## config.mk

```make
export PLATFORM = sky130hd
export DESIGN_NAME = regfile_write_queue
export DESIGN_NICKNAME = d
export VERILOG_FILES = /design/src/rtl/regfile_write_queue.sv
export SDC_FILE = /design/constraint.sdc
export NUM_CORES = 1
export LEC_CHECK = 0
export CORE_ASPECT_RATIO = 0.8
export CORE_MARGIN = 2
export CORE_UTILIZATION = 56
export CTS_CLUSTER_SIZE = 14
export DETAILED_ROUTE_END_ITERATION = 7
export HOLD_SLACK_MARGIN = 0.06
export PLACE_DENSITY = 0.84
export SLEW_MARGIN = 20
export SYNTH_ARGS = -nofsm -noshare
export SYNTH_HDL_FRONTEND = slang
export SYNTH_SLANG_ARGS = --single-unit
```

## constraint.sdc

```tcl
create_clock -name clk_port -period 5.7 [get_ports clk_port]
set_input_delay 1.71 -clock clk_port [delete_from_list [all_inputs] [get_ports clk_port]]
set_output_delay 1.71 -clock clk_port [all_outputs]
set_load 0.05 [all_outputs]
```

## src/rtl/regfile_write_queue.sv

```systemverilog
// rtl/regfile_write_queue.sv - in-order write-back queue with bypass lookup for a 32x32 register file
//
// Ports:
//   clk_port, rst_port            clock, synchronous active-high reset
//   req0_* / req1_*               ALU / load write-back requests (valid, addr, data)
//   req_ready                     both request ports may fire this cycle
//   wr, address_d, data_d         register file write port, driven from the queue head
//   look_addr_a/b -> look_hit_a/b, look_data_a/b   newest-first bypass lookups
//   count, empty                  occupancy
module regfile_write_queue #(
    parameter int N     = 32,
    parameter int AW    = 5,
    parameter int DEPTH = 4
) (
    input  logic                       clk_port,
    input  logic                       rst_port,
    input  logic                       req0_valid,
    input  logic [AW-1:0]              req0_addr,
    input  logic [N-1:0]               req0_data,
    input  logic                       req1_valid,
    input  logic [AW-1:0]              req1_addr,
    input  logic [N-1:0]               req1_data,
    output logic                       req_ready,
    output logic                       wr,
    output logic [AW-1:0]              address_d,
    output logic [N-1:0]               data_d,
    input  logic [AW-1:0]              look_addr_a,
    output logic                       look_hit_a,
    output logic [N-1:0]               look_data_a,
    input  logic [AW-1:0]              look_addr_b,
    output logic                       look_hit_b,
    output logic [N-1:0]               look_data_b,
    output logic [$clog2(DEPTH+1)-1:0] count,
    output logic                       empty
);
    localparam int PW = $clog2(DEPTH);
    localparam int CW = $clog2(DEPTH + 1);

    logic [AW-1:0] addr_q [DEPTH];
    logic [N-1:0]  data_q [DEPTH];
    logic [PW-1:0] wr_ptr_q, wr_ptr_d;
    logic [PW-1:0] rd_ptr_q, rd_ptr_d;
    logic [CW-1:0] count_q, count_d;

    logic push0, push1, pop;
    logic [PW-1:0] slot1;

    // Ready only looks at registered occupancy, so it never depends on *_valid.
    assign req_ready = (CW'(DEPTH) - count_q) >= CW'(2);

    // Requests to $0 are accepted but never enqueued.
    assign push0 = req0_valid && req_ready && (req0_addr != '0);
    assign push1 = req1_valid && req_ready && (req1_addr != '0);
    assign pop   = (count_q != '0);

    // Port 1 lands behind port 0 when both push, otherwise at the tail.
    assign slot1 = push0 ? wr_ptr_q + PW'(1) : wr_ptr_q;

    always_comb begin
        wr_ptr_d = wr_ptr_q + PW'(push0) + PW'(push1);
        rd_ptr_d = rd_ptr_q + PW'(pop);
        count_d  = count_q + CW'(push0) + CW'(push1) - CW'(pop);
    end

    always_ff @(posedge clk_port) begin
        if (rst_port) begin
            wr_ptr_q <= '0;
            rd_ptr_q <= '0;
            count_q  <= '0;
        end else begin
            wr_ptr_q <= wr_ptr_d;
            rd_ptr_q <= rd_ptr_d;
            count_q  <= count_d;
            if (push0) begin
                addr_q[wr_ptr_q] <= req0_addr;
                data_q[wr_ptr_q] <= req0_data;
            end
            if (push1) begin
                addr_q[slot1] <= req1_addr;
                data_q[slot1] <= req1_data;
            end
        end
    end

    assign count = count_q;
    assign empty = (count_q == '0);
    assign wr    = !empty;

    always_comb begin
        address_d = '0;
        data_d    = '0;
        if (wr) begin
            address_d = addr_q[rd_ptr_q];
            data_d    = data_q[rd_ptr_q];
        end
    end

    // Walk occupied entries oldest to youngest; later matches overwrite earlier ones.
    always_comb begin
        logic [PW-1:0] idx;
        look_hit_a  = 1'b0;
        look_data_a = '0;
        look_hit_b  = 1'b0;
        look_data_b = '0;
        for (int i = 0; i < DEPTH; i++) begin
            idx = rd_ptr_q + PW'(i);
            if (CW'(i) < count_q) begin
                if (look_addr_a != '0 && addr_q[idx] == look_addr_a) begin
                    look_hit_a  = 1'b1;
                    look_data_a = data_q[idx];
                end
                if (look_addr_b != '0 && addr_q[idx] == look_addr_b) begin
                    look_hit_b  = 1'b1;
                    look_data_b = data_q[idx];
                end
            end
        end
    end
endmodule

```

# == Yosys cells after proc, flatten, opt, wreduce, memory -nomap -nowiden ==
# Memory sizes are Yosys's and may differ from the RTL's. A register that Yosys moved wholly into a read port is not among the register bits.
# Cells that the tools add are included.
# word_totals
register_bits,7
ram_bits,148
input_bits,88
wordCells,91
mem_count,2
# memory_table
memory,words,width,read_ports,rd_ports_with_merged_regs,wr,line,source
data_q,4,32,4,1,2,40,logic [N-1:0] data_q [DEPTH];
addr_q,4,5,4,1,2,39,logic [AW-1:0] addr_q [DEPTH];
# op_classes
n_addsub,11
magnitude_cmp,5
n_eq_ne,8
n_mux,43
n_reduce_logical,19
# op_table
op,count
$mux W32,17
$eq A5 B5 Y1,8
$mux W1,22
$reduce_bool A5 Y1,4
$logic_and A1 B1 Y1,12
$add A2 B1 Y2,3
$add A3 B1 Y3,2
$lt A1 B3 Y1 const A,2
$lt A2 B3 Y1 const A,2
$mux W2,3
$mux W5,1
$add A2 B1 Y2 const B,2
$add A2 B2 Y2 const B,2
$ge A3 B2 Y1 const B,1
$logic_not A3 Y1,1
$reduce_bool A3 Y1,1
$sub A3 B1 Y3,1
$sub A3 B3 Y3 const A,1
$logic_not A1 Y1,1

# == Logic depth before layout (Yosys ltp) ==
# Gate-level depths: netlist of run 1.
# depth
depth_word,10
depth_mapped,12
depth_no_buf,11

# == Worst setup path before layout of run 1 ==
# OpenSTA, ideal clock, no wires.
# synth_timing
path_type,input port to output port
startpoint,input look_addr_b[2]
endpoint,output look_data_b[30]
arrival_ns,4.136
path_slack_ns,-0.146
cell_stages,8
path_buffers,2
cell_sequence,clkbuf_1 nor3_1 a211oi_2 o21ai_1 nor4_4 buf_2 a221oi_2 o22ai_1
# synth_between
elab_chain_len,10
elab_cells_between_ends,17
cone_classes,4 x eq/ne; 8 x mux; 5 x reduce/logical
# synth_lines
item,line,source
"start, declared",30,"input logic [AW-1:0] look_addr_b,"
$eq A5 B5 Y1 / $reduce_bool A5 Y1 (equally long branches),112,if (look_addr_b != '0 && addr_q[idx] == look_addr_b) begin
$logic_and A1 B1 Y1,112,
$mux W32,112,
$mux W32,107,if (CW'(i) < count_q) begin
$mux W32,112,
$mux W32,107,
$mux W32,112,
$mux W32,107,
$mux W32,112,
$mux W32 (*),107,
"end, declared",32,"output logic [N-1:0] look_data_b,"
# Every way passes the cells marked *; elsewhere a longest branch is shown, timed or not.

# == Worst setup path in the final report of run 1 ==
# layout_timing
startpoint,input look_addr_a[1]
endpoint,output look_data_a[14]
# layout_between
elab_chain_len,10
elab_cells_between_ends,17
cone_classes,4 x eq/ne; 8 x mux; 5 x reduce/logical
# layout_lines
item,line,source
"start, declared",27,"input logic [AW-1:0] look_addr_a,"
$eq A5 B5 Y1 / $reduce_bool A5 Y1 (equally long branches),108,if (look_addr_a != '0 && addr_q[idx] == look_addr_a) begin
$logic_and A1 B1 Y1,108,
$mux W32,108,
$mux W32,107,
$mux W32,108,
$mux W32,107,
$mux W32,108,
$mux W32,107,
$mux W32,108,
$mux W32 (*),107,
"end, declared",29,"output logic [N-1:0] look_data_a,"
# Marked as above.

==> run metrics, run 1 <==
H-Tree Depth=4; CTS Sinks=155; die area=24900 um^2; crit-path cells=clkdlybuf4s15_1 > buf_6 > xor2_1 > nand3_1 > a2111oi_2 > buf_4 > o21ba_4 > bufbuf_16 > o211ai_1 > o211a_1 > buf_6; CTS tree=yes; r2r setup slk=1.90 ns; Hold Path End=wr_ptr_q[1]$_SDFF_PP0_; NumNets Final=1525; FF-to-FF End=data_q[1][0]$_DFFE_PP_; cell mode on critical path=buf_6; Slew Limit Fails=0; status=finished clean; total track usage=32.3%; post-synth top area share=33.5%; Setup CP Type=in -> out; clk root buf=clkbuf_16; pwr dens=514 nW/um^2; async set or reset register ratio after synthesis=0%; highest clock frequency the design can meet=179 MHz; Rows=50; CORE AREA=23300 um^2; Final Setup Violations=0; data arrival time of the worst path=3.89 ns; max_slew headroom=31.5%; Num CTS Buffers=17; Flop pwr share=19.8%; Net Sw Power=4290 uW; Final Util=72.5%; Worst R2R Path Depth=9; synthesis-stage register bit count=155; fillers=1598; Iteration-0 DRC Markers=1095; min cycle time layout=5.60 ns; EDFF count, synth=148; crit-path max cell delay=0.40 ns; antenna-violating nets left=0; Max Buffers Root-to-Sink=2; top cells by area, synth=edfxtp_1 34%, mux2_2 17%, mux2i_1 12%; Residual DRC=0; io pins=197; Buffers on Ports=196; clock-pin slew on the worst setup and hold paths=0.07 ns; Sw Share=49.3%; placer congestion estimate=0.954; max cap viols=0; Via-to-Cell Ratio=6.49; P&R area growth vs syn=27.5%; worst skew pair latency=0.44 ns; LEAKAGE=0.00638 uW; skew final=0.0123 ns; Synth cell types=60; worst path bufs/invs=5; Die Ht=142 um; Seq/Total Area, Yosys=34.6%; initial antenna violation count=3; grt ovf=0; Pre-antenna DRT Iters=6; Startpoint Class=input port; period utilisation layout=98.2%; hold path depth=2; crit path max-delay cell type=a2111oi_2; Slew @ Worst Pin=1.03 ns; worst-path fanout max=8; drt wl/cell=23.4 um; worst vdd ir=0.448 mV; first-pass GRT wire length=62.3 mm; hold violation total from the final report=0; Critical Path RT=3.99 ns; layout cells sized above 1=34.2%; Yosys warning count=0; Avg Cell Area, Syn=10.7 um^2; post-synth top area cell=edfxtp_1; Pint=4410 uW; beginning of the worst hold path=wr_ptr_q[1]$_SDFF_PP0_; largest net degree at the start of global routing=103; crit end category=output pin; Top FF cell, synth=edfxtp_1; via count=11400; Die X=176 um; Cells after Synth=1244; CP delay by family, top=buffers and inverters; Post-Syn Area=13300 um^2; Clk pwr share=14.7%; HP Class=reg -> reg; number of global-route vias before repair=11400; FF-to-FF Start=count[1]$_SDFF_PP0_; dpl hpwl=26.4 mm; starting density of the core=56.8%; tightest hold margin=0.630 ns; syn nets=1346; final WL=40.9 mm; part of the power in combinational logic=65.5%
==> sequential cells by signal (all words and copies together), names as in the netlist <==
signal and cells:
data_q 128, addr_q 20, count 3, rd_ptr_q 2, wr_ptr_q 2
==> worst min-delay path: stages (launching register included) <==
cell and delay, ns:
dfxtp_1 0.39, xnor2_1 0.16, nor2_1 0.04
==> per-layer routing <==
metal / GRT usage [%] / up-vias / part of all wire [%]
met5: 0 / - / 0
met4: 13.4 / 0 / 3.2
met3: 5.95 / 122 / 9.9
met2: 53.6 / 699 / 48
met1: 41.8 / 5498 / 39
li1: - / 5035 / -
==> repair_timing <==
item | 4_1_cts | 5_1_grt
pin swaps | 10 | 23
endpoints found under the setup margin | 66 | 56
buffers inserted | 2 | 3
hold buffers | 0 | 0
cloned | 1 | 0
resized for setup | 37 | 50
==> worst max path at each step <==
stage / start / end / slack (ns) / depth (start not counted)
after detailed placement: look_addr_a[4] / look_data_a[16] / -0.18 / 10
after CTS: look_addr_b[4] / look_data_b[16] / 0.005 / 11
after global placement: look_addr_a[0] / look_data_a[30] / -0.19 / 11
after floorplan: look_addr_b[2] / look_data_b[0] / 0.10 / 7
final: look_addr_a[1] / look_data_a[14] / 0.10 / 11
after global routing: look_addr_a[1] / look_data_a[14] / -0.004 / 11
==> power groups by stage <==
stage	Sequential, uW	Combinational (uW)	Clock [uW]
after floorplan	1680	3930	0
after global placement	1720	5310	0
after detailed placement	1740	5420	0
after CTS	1720	5500	1290
after global routing	1750	5990	1330
final	1720	5700	1280
==> cells in the mapped netlist, drive strengths merged (2+ instances only) <==
library cell / count
mux2: 215
mux2i: 162
edfxtp: 148
nand2: 113
nor2: 79
o21ai: 68
buf: 64
clkbuf: 45
inv: 45
a21oi: 37
o211ai: 35
o22ai: 34
a221oi: 32
o211a: 32
xnor2: 29
xor2: 13
nand3: 12
ha: 11
dfxtp: 7
mux4: 7
and2: 6
nor3: 6
a211oi: 5
nand4: 4
nor2b: 4
a2111oi: 3
fa: 3
nand2b: 3
a21o: 2
a31oi: 2
nor4: 2
or2: 2
or4: 2
==> stage by stage <==
| step | setup TNS (ns) | power [uW] | area (um^2) | cells | setup slack [ns] |
|---|---|---|---|---|---|
| floorplan | 0 | 5610 | 13300 | 1244 | 0.102 |
| global placement | -7.58 | 7020 | 15800 | 1710 | -0.185 |
| detailed placement | -7.21 | 7150 | 15800 | 1710 | -0.175 |
| CTS | 0 | 8510 | 16600 | 1745 | 0.00526 |
| global route | -0.00423 | 9070 | 16900 | 1748 | -0.00423 |
| finish | 0 | 8700 | 16900 | 1750 | 0.103 |
==> placed cells by master, fill, tap and decap left out, drive strengths merged, types with 11 or more instances in the layout <==
| cell type | count |
|---|---|
| a21oi | 37 |
| a221oi | 32 |
| buf | 138 |
| clkbuf | 21 |
| clkdlybuf4s50 | 120 |
| edfxtp | 148 |
| ha | 11 |
| inv | 50 |
| mux2 | 215 |
| mux2i | 162 |
| nand2 | 113 |
| nand3 | 12 |
| nor2 | 79 |
| o211a | 32 |
| o211ai | 35 |
| o21ai | 68 |
| o22ai | 34 |
| xnor2 | 29 |
| xor2 | 13 |
==> final cells by class <==
cell class              instances  area (um^2)  area share (%)
inverters                      46          178            1.05
diodes                          2         5.00          0.0296
repair buffers                269         2810            16.6
clock buffers                  20          447            2.64
flip-flops and latches        155         4590            27.2
clock inverters                12          209            1.24
well taps                     312          390            2.31
multi-input cells             934         8280            49.0
==> kinds of logic after synthesis <==
family	Yosys count	synth area share, %
muxes	384	31.7
AOI/OAI and AO/OA	257	16.5
and+or+nand+nor	237	7.65
buffers and inverters	155	5.29
DFF	155	34.6
xor gates and xnor gates	42	2.77
adders and majority gates	14	1.49
No activity file was read; power rests on OpenSTA's default activity.
==> run 2: changes to the inputs <==
Settings changed: GPL_ROUTABILITY_DRIVEN from default to 0, SLEW_MARGIN 20 to 15.
==> run 2 against run 1 <==
  * Critical path depth grew 1
  * First-iteration DRC count up 4.8%
  * Clock power decreased by 7%
  * Worst hold slack worse by 0.0055 ns
  * Routed wire length is 0.94% lower
  * Via count shrank 0.30%
  * Register-to-register slack better by 0.26 ns
  * Non-clock buffer count down 3
  * Cell area is 0.12% higher
  * Critical endpoint is now look_data_b[7]
==> run metrics, run 2 (synthesis results as in run 1) <==
Max Buffers Root-to-Sink=2 (unchanged); commonest non-fill, non-tap cell in the layout=mux2_2 (unchanged); grt ovf=0 (unchanged); status=finished clean (unchanged); final WL=40.5 mm (was 40.9 mm); io pins=197 (unchanged); data arrival time of the worst path=3.98 ns (was 3.89 ns); crit end category=output pin (unchanged); Setup CP Type=in -> out (unchanged); CP Launch Point=look_addr_b[1] (was look_addr_a[1]); Via-to-Cell Ratio=6.48 (was 6.49); worst setup path endpoint=look_data_b[7] (was look_data_a[14]); highest clock frequency the design can meet=176 MHz (was 179 MHz); worst vdd ir=0.575 mV (was 0.448 mV); min cycle time layout=5.69 ns (was 5.60 ns); fin cells=1748 (was 1750); largest net degree at the start of global routing=107 (was 103); Startpoint Class=input port (unchanged); skew final=0.0125 ns (was 0.0123 ns); H-Tree Depth=4 (unchanged); Largest Register=data_q (unchanged); CTS Sinks=155 (unchanged); HP Class=reg -> reg (unchanged); Die X=176 um (unchanged); worst-path fanout max=6 (was 8); Iteration-0 DRC Markers=1148 (was 1095); number of global-route vias before repair=11300 (was 11400); FF-to-FF Start=count[1]$_SDFF_PP0_ (unchanged); r2r setup slk=2.16 ns (was 1.90 ns); worst skew pair latency=0.43 ns (was 0.44 ns); Slew Limit Fails=0 (unchanged); Buffers on Ports=196 (unchanged); pwr dens=506 nW/um^2 (was 514 nW/um^2); die area=24900 um^2 (unchanged); P&R area growth vs syn=27.7% (was 27.5%); period utilisation layout=99.8% (was 98.2%); LEAKAGE=0.00636 uW (was 0.00638 uW); starting density of the core=56.8% (unchanged); total track usage=31.5% (was 32.3%); Die Ht=142 um (unchanged); number of flip-flops under the largest register name=128 (unchanged); Pre-antenna DRT Iters=6 (unchanged); placed cells=1704 (was 1710); dpl hpwl=25.9 mm (was 26.4 mm); antenna-violating nets left=0 (unchanged); Worst R2R Path Depth=9 (unchanged); max cap viols=0 (unchanged); Rows=50 (unchanged); via count=11300 (was 11400); Residual DRC=0 (unchanged); CTS tree=yes (unchanged); Final Setup Violations=0 (unchanged); layout cells sized above 1=34.5% (was 34.2%); Slew @ Worst Pin=0.679 ns (was 1.03 ns); FF-to-FF End=data_q[1][18]$_DFFE_PP_ (was data_q[1][0]$_DFFE_PP_); max_slew headroom=54.7% (was 31.5%); Num CTS Buffers=17 (unchanged); NumNets Final=1522 (was 1525); hold violation total from the final report=0 (unchanged); clock-pin slew on the worst setup and hold paths=0.06 ns (was 0.07 ns); Critical Path RT=3.99 ns (about the same); Final Util=72.6% (was 72.5%); clk root buf=clkbuf_16 (unchanged); first-pass GRT wire length=61.0 mm (was 62.3 mm); most frequent cells in the layout=204 x mux2_2, 161 x mux2i_1, 148 x edfxtp_1, 120 x clkdlybuf4s50_1, 110 x nand2_1 (was 204 x mux2_2, 161 x mux2i_1, 148 x edfxtp_1, 120 x clkdlybuf4s50_1, 111 x nand2_1); drt wl/cell=23.2 um (was 23.4 um); CORE AREA=23300 um^2 (unchanged); initial antenna violation count=2 (was 3)
run 2: changes by cell type in the layout (fill, tap and decap cells not counted), sizes merged:
cell          before  now
buf              138  132
bufbuf             1    2
bufinv             5    3
clkbuf            21   24
clkinv             1    5
clkinvlp           2    1
diode              2    3
dlygate4sd2        7    6
dlymetal6s2s       1    2
inv               50   48
run 2: area by class of cell:
class,instances,area (um^2)
multi-input combinational,934,8290
fill,1570,6400
sequential,155,4590
timing repair buffer,266,2850
clock buffer,21,460
tap,312,390
inverter,46,176
clock inverter,11,159
antenna,3,7.51
run 2: worst min-delay path by stage:
stage	start	to	slack, ns	depth (start not counted)
6_report	wr_ptr_q[1]$_SDFF_PP0_	wr_ptr_q[1]$_SDFF_PP0_	0.62	2
5_1_grt	wr_ptr_q[1]$_SDFF_PP0_	wr_ptr_q[1]$_SDFF_PP0_	0.71	2
4_1_cts	wr_ptr_q[1]$_SDFF_PP0_	wr_ptr_q[1]$_SDFF_PP0_	0.62	2
3_5_place_dp	wr_ptr_q[1]$_SDFF_PP0_	wr_ptr_q[1]$_SDFF_PP0_	0.61	2
3_3_place_gp	wr_ptr_q[1]$_SDFF_PP0_	wr_ptr_q[1]$_SDFF_PP0_	0.61	2
2_1_floorplan	wr_ptr_q[1]$_SDFF_PP0_	wr_ptr_q[1]$_SDFF_PP0_	0.56	2
run 2: where the power goes:
group / switching, uW / internal [uW] / total (uW)
sequential: 188 / 1550 / 1740
combinational: 3570 / 2060 / 5630
clock: 472 / 720 / 1190
total: 4230 / 4330 / 8560
run 2: routing by layer:
layer  vias to the layer above  track usage [%]  share of wire [%]
met4                         0             10.9                2.5
li1                       5035                -                  -
met3                        87             5.44                9.1
met5                         -                0                  0
met2                       624             53.5                 48
met1                      5574             40.7                 40
run 2: repair_timing:
| action | in CTS | in global routing |
|---|---|---|
| setup endpoints to repair | 66 | 50 |
| setup buffers | 3 | 2 |
| pin swaps | 15 | 15 |
| cloned | 2 | 2 |
| hold buffers | 0 | 0 |
| resized for setup | 48 | 43 |
run 2: critical path, cell delays in order:
cell and delay, ns:
dlygate4sd2_1 0.31, buf_4 0.18, xnor2_1 0.18, o21ai_2 0.10
nor4_4 0.41, nor3_4 0.10, buf_12 0.15, buf_12 0.14
buf_12 0.15, a221oi_4 0.24, o22ai_2 0.12, buf_6 0.17
run 2: through the flow:
step	TNS, ns	area, um^2	hold slack, ns	setup slack [ns]	total power [uW]
after floorplan	0	13300	0.562	0.102	5610
after global placement	-7.80	15800	0.607	-0.193	6990
after detailed placement	-8.88	15800	0.610	-0.212	7120
after CTS	0	16600	0.618	0.0108	8390
after global routing	-0.763	16900	0.709	-0.0819	8940
final	0	16900	0.625	0.0121	8560
==> run 3: changes to the inputs <==
--- a/config.mk
+++ b/config.mk
@@ -7,5 +7,6 @@
 export LEC_CHECK = 0
+export ABC_AREA = 1
 export CORE_ASPECT_RATIO = 0.8
 export CORE_MARGIN = 2
-export CORE_UTILIZATION = 56
+export CORE_UTILIZATION = 57
 export CTS_CLUSTER_SIZE = 14
@@ -14,3 +15,3 @@
 export HOLD_SLACK_MARGIN = 0.06
-export PLACE_DENSITY = 0.84
+export PLACE_DENSITY = 0.85
 export SLEW_MARGIN = 15
==> constraint.sdc (replaced) <==
create_clock -name clk_port -period 5.7 [get_ports clk_port]
set_input_delay 0.855 -clock clk_port [delete_from_list [all_inputs] [get_ports clk_port]]
set_output_delay 0.855 -clock clk_port [all_outputs]
set_load 0.05 [all_outputs]
==> run 3 against run 2 <==
  * Sequential share of layout area increased by 1.3 points
  * Synthesized cell count rose by 83%
  * Highest routed layer unchanged
  * Combinational power grew 20%
  * Via count rose by 36%
  * First-iteration DRC count increased by 88%
  * Clock power is 5% lower
  * Global-route usage grew 2.8 points
  * Worst hold slack worse by 0.012 ns
  * Routed wire length up 8.9%
==> run metrics, run 3 <==
Simple-Gate Fraction of Synth Area=37.6% (was 7.65%); number of flip-flops under the largest register name=128 (unchanged); grt ovf=0 (unchanged); fin cells=2676 (was 1748); Via-to-Cell Ratio=5.76 (was 6.48); Pre-antenna DRT Iters=7 (was 6); main combinational cell family by area after synthesis=simple AND/OR/NAND/NOR gates (was multiplexers); fillers=1970 (was 1570); tightest hold margin=0.613 ns (was 0.625 ns); CTS tree=yes (unchanged); Buffers on Ports=196 (unchanged); cts hold-fix bufs=0 (unchanged); most frequent cell after synthesis=nand2_1 (was mux2_2); FF-to-FF End=data_q[2][21]$_DFFE_PP_ (was data_q[1][18]$_DFFE_PP_); die area=25600 um^2 (was 24900 um^2); dpl hpwl=29.3 mm (was 25.9 mm); EDFF count, synth=148 (unchanged); Yosys warning count=0 (unchanged); adder-cell share of the synthesized area=1.43% (was 1.49%); LEAKAGE=0.00744 uW (was 0.00636 uW); highest clock frequency the design can meet=184 MHz (was 176 MHz); worst setup margin=0.257 ns (was 0.0121 ns); worst-path fanout max=125 (was 6); clock-pin slew on the worst setup and hold paths=0.07 ns (was 0.06 ns); Max Buffers Root-to-Sink=2 (unchanged); worst vdd ir=0.447 mV (was 0.575 mV); beginning of the worst hold path=wr_ptr_q[1]$_SDFF_PP0_ (unchanged); number of global-route vias before repair=14100 (was 11300); final WL=44.2 mm (was 40.5 mm); Residual DRC=0 (unchanged); H-Tree Depth=4 (unchanged); xor/xnor share of the synthesized area=0.696% (was 2.77%); starting density of the core=58.6% (was 56.8%); antenna-violating nets left=0 (unchanged); Worst R2R Path Depth=10 (was 9); syn nets=2374 (was 1346); Seq/Total Area, Yosys=33.1% (was 34.6%); setup bufs post-CTS=0 (was 3); hold violation total from the final report=0 (unchanged); data arrival time of the worst path=4.59 ns (was 3.98 ns); CTS resizes=0 (was 48); Die X=178 um (was 176 um); Iteration-0 DRC Markers=2154 (was 1148); Slew Limit Fails=0 (unchanged); post-synthesis mux area share=0% (was 31.7%); clk root buf=clkbuf_16 (unchanged); r2r setup slk=1.81 ns (was 2.16 ns); Setup CP Type=reg -> out (was in -> out); Die Ht=143 um (was 142 um); worst skew pair latency=0.44 ns (was 0.43 ns); Setup Slack @ Placement=0.925 ns (was -0.212 ns); Top FF cell, synth=edfxtp_1 (unchanged); initial antenna violation count=1 (was 2); HP Class=reg -> reg (unchanged); Critical Path RT=4.85 ns (was 3.99 ns); layout cells sized above 1=6.69% (was 34.5%); Avg Cell Area, Syn=6.10 um^2 (was 10.7 um^2); Synth cell types=29 (was 60); max_slew headroom=29.7% (was 54.7%); via count=15400 (was 11300); max cap viols=0 (unchanged); async set or reset register ratio after synthesis=0% (unchanged); commonest non-fill, non-tap cell in the layout=nand2_1 (was mux2_2); drt wl/cell=16.5 um (was 23.2 um); P&R area growth vs syn=16.8% (was 27.7%); hold path depth=2 (unchanged); synthesis-stage register bit count=155 (unchanged); CTS Sinks=155 (unchanged); Commonest cells post-synth=796 x nand2_1, 408 x o21ai_0, 272 x nor2_1 (was 204 x mux2_2, 161 x mux2i_1, 148 x edfxtp_1); post-synth top area share=32.1% (was 33.5%); io pins=197 (unchanged); Final Util=68.4% (was 72.6%); Rows=50 (unchanged); total track usage=34.3% (was 31.5%); skew final=0.00843 ns (was 0.0125 ns); status=finished clean (unchanged); NumNets Final=2451 (was 1522); top cells by area, synth=edfxtp_1 32%, nand2_1 22%, o21ai_0 15% (was edfxtp_1 34%, mux2_2 17%, mux2i_1 12%); pwr dens=595 nW/um^2 (was 506 nW/um^2); Num CTS Buffers=17 (unchanged); Final Setup Violations=0 (unchanged); FF-to-FF Start=count[1]$_SDFF_PP0_ (unchanged); Synth Area in Compound Gates=15.7% (was 16.5%); placed cells=2642 (was 1704); period utilisation layout=95.5% (was 99.8%); crit end category=output pin (unchanged); Startpoint Class=flip-flop (was input port); largest net degree at the start of global routing=126 (was 107); setup_tns=0 ns (unchanged); Cells after Synth=2272 (was 1244); Slew @ Worst Pin=1.06 ns (was 0.679 ns); Largest Register=data_q (unchanged); first-pass GRT wire length=69.0 mm (was 61.0 mm); RSZ-0062 raised after global routing=false; Post-Syn Area=13900 um^2 (was 13300 um^2); Hold Path End=wr_ptr_q[1]$_SDFF_PP0_ (unchanged); CORE AREA=23600 um^2 (was 23300 um^2); min cycle time layout=5.44 ns (was 5.69 ns); most frequent cells in the layout=795 x nand2_1, 404 x o21ai_0, 271 x nor2_1, 213 x inv_1, 148 x edfxtp_1 (was 204 x mux2_2, 161 x mux2i_1, 148 x edfxtp_1, 120 x clkdlybuf4s50_1, 110 x nand2_1); post-synth top area cell=edfxtp_1 (unchanged)
run 3: changes by cell type in the layout (fill, tap and decap cells not counted), sizes merged, moves of 33 or more:
cell,change
nor2,+200
o211ai,-35
mux2,-215
nand2,+685
o21ai,+359
buf,-43
nand4,+62
a21oi,-33
o22ai,-34
inv,+174
mux2i,-162
nand3,+121
run 3: layer usage:
layer,wire length [um],global-route usage [%]
met1,17500,44.9
met2,19400,55.0
met3,5740,7.62
met4,1480,14.4
met5,0,0
run 3: logic make-up after synthesis:
kind of cell / Yosys count
simple gates: 1284
compound gates: 431
buf+inv: 377
flops: 155
fa+ha+maj: 14
xor+xnor: 11
run 3: area by class of cell:
| class | instances | area (um^2) | area share (%) |
|---|---|---|---|
| multi-input cells | 1740 | 7820 | 48.3 |
| flip-flops and latches | 155 | 4590 | 28.4 |
| repair buffers | 219 | 1990 | 12.3 |
| inverters | 216 | 811 | 5.01 |
| clock buffers | 18 | 429 | 2.65 |
| well taps | 312 | 390 | 2.41 |
| clock inverters | 14 | 138 | 0.851 |
| diodes | 2 | 5.00 | 0.0309 |
run 3: critical path, stage by stage, from the launching register on:
cell and delay (ns):
dfxtp_4 0.61, buf_4 0.81, nand2_1 0.12, o21ai_1 0.15, nand2_1 0.08, o21ai_0 0.15, nor2_1 0.12, nor2_4 0.11
buf_4 0.38, nand3_2 0.78, nand2_1 0.31, nand3_1 0.11, nand2_1 0.09, nand2_1 0.08, buf_4 0.20
run 3: worst max path at each step:
| stage | from | to | slack [ns] | cells after the start |
|---|---|---|---|---|
| finish | rd_ptr_q[0]$_SDFF_PP0_ | look_data_b[11] | 0.26 | 14 |
| global route | rd_ptr_q[0]$_SDFF_PP0_ | look_data_b[11] | 0.05 | 14 |
| CTS | rd_ptr_q[0]$_SDFF_PP0_ | look_data_b[2] | 0.45 | 14 |
| detailed placement | rd_ptr_q[0]$_SDFF_PP0_ | look_data_b[10] | 0.93 | 14 |
| global placement | rd_ptr_q[0]$_SDFF_PP0_ | look_data_b[9] | 1.13 | 14 |
| floorplan | count[0]$_SDFF_PP0_ | addr_q[1][0]$_DFFE_PP_ | 0.24 | 7 |
run 3: power by group:
group	internal, uW	leakage [uW]	switching, uW	total, uW
Clock	612	0.000273	515	1130
Combinational	1740	0.00576	5010	6750
Sequential	1600	0.00141	144	1750
run 3: stage by stage:
step	instance area, um^2	total power, uW
final	16200	9620
after floorplan	13900	6450
after CTS	16200	9450
after detailed placement	15600	8320
after global routing	16200	10200
after global placement	15600	8170
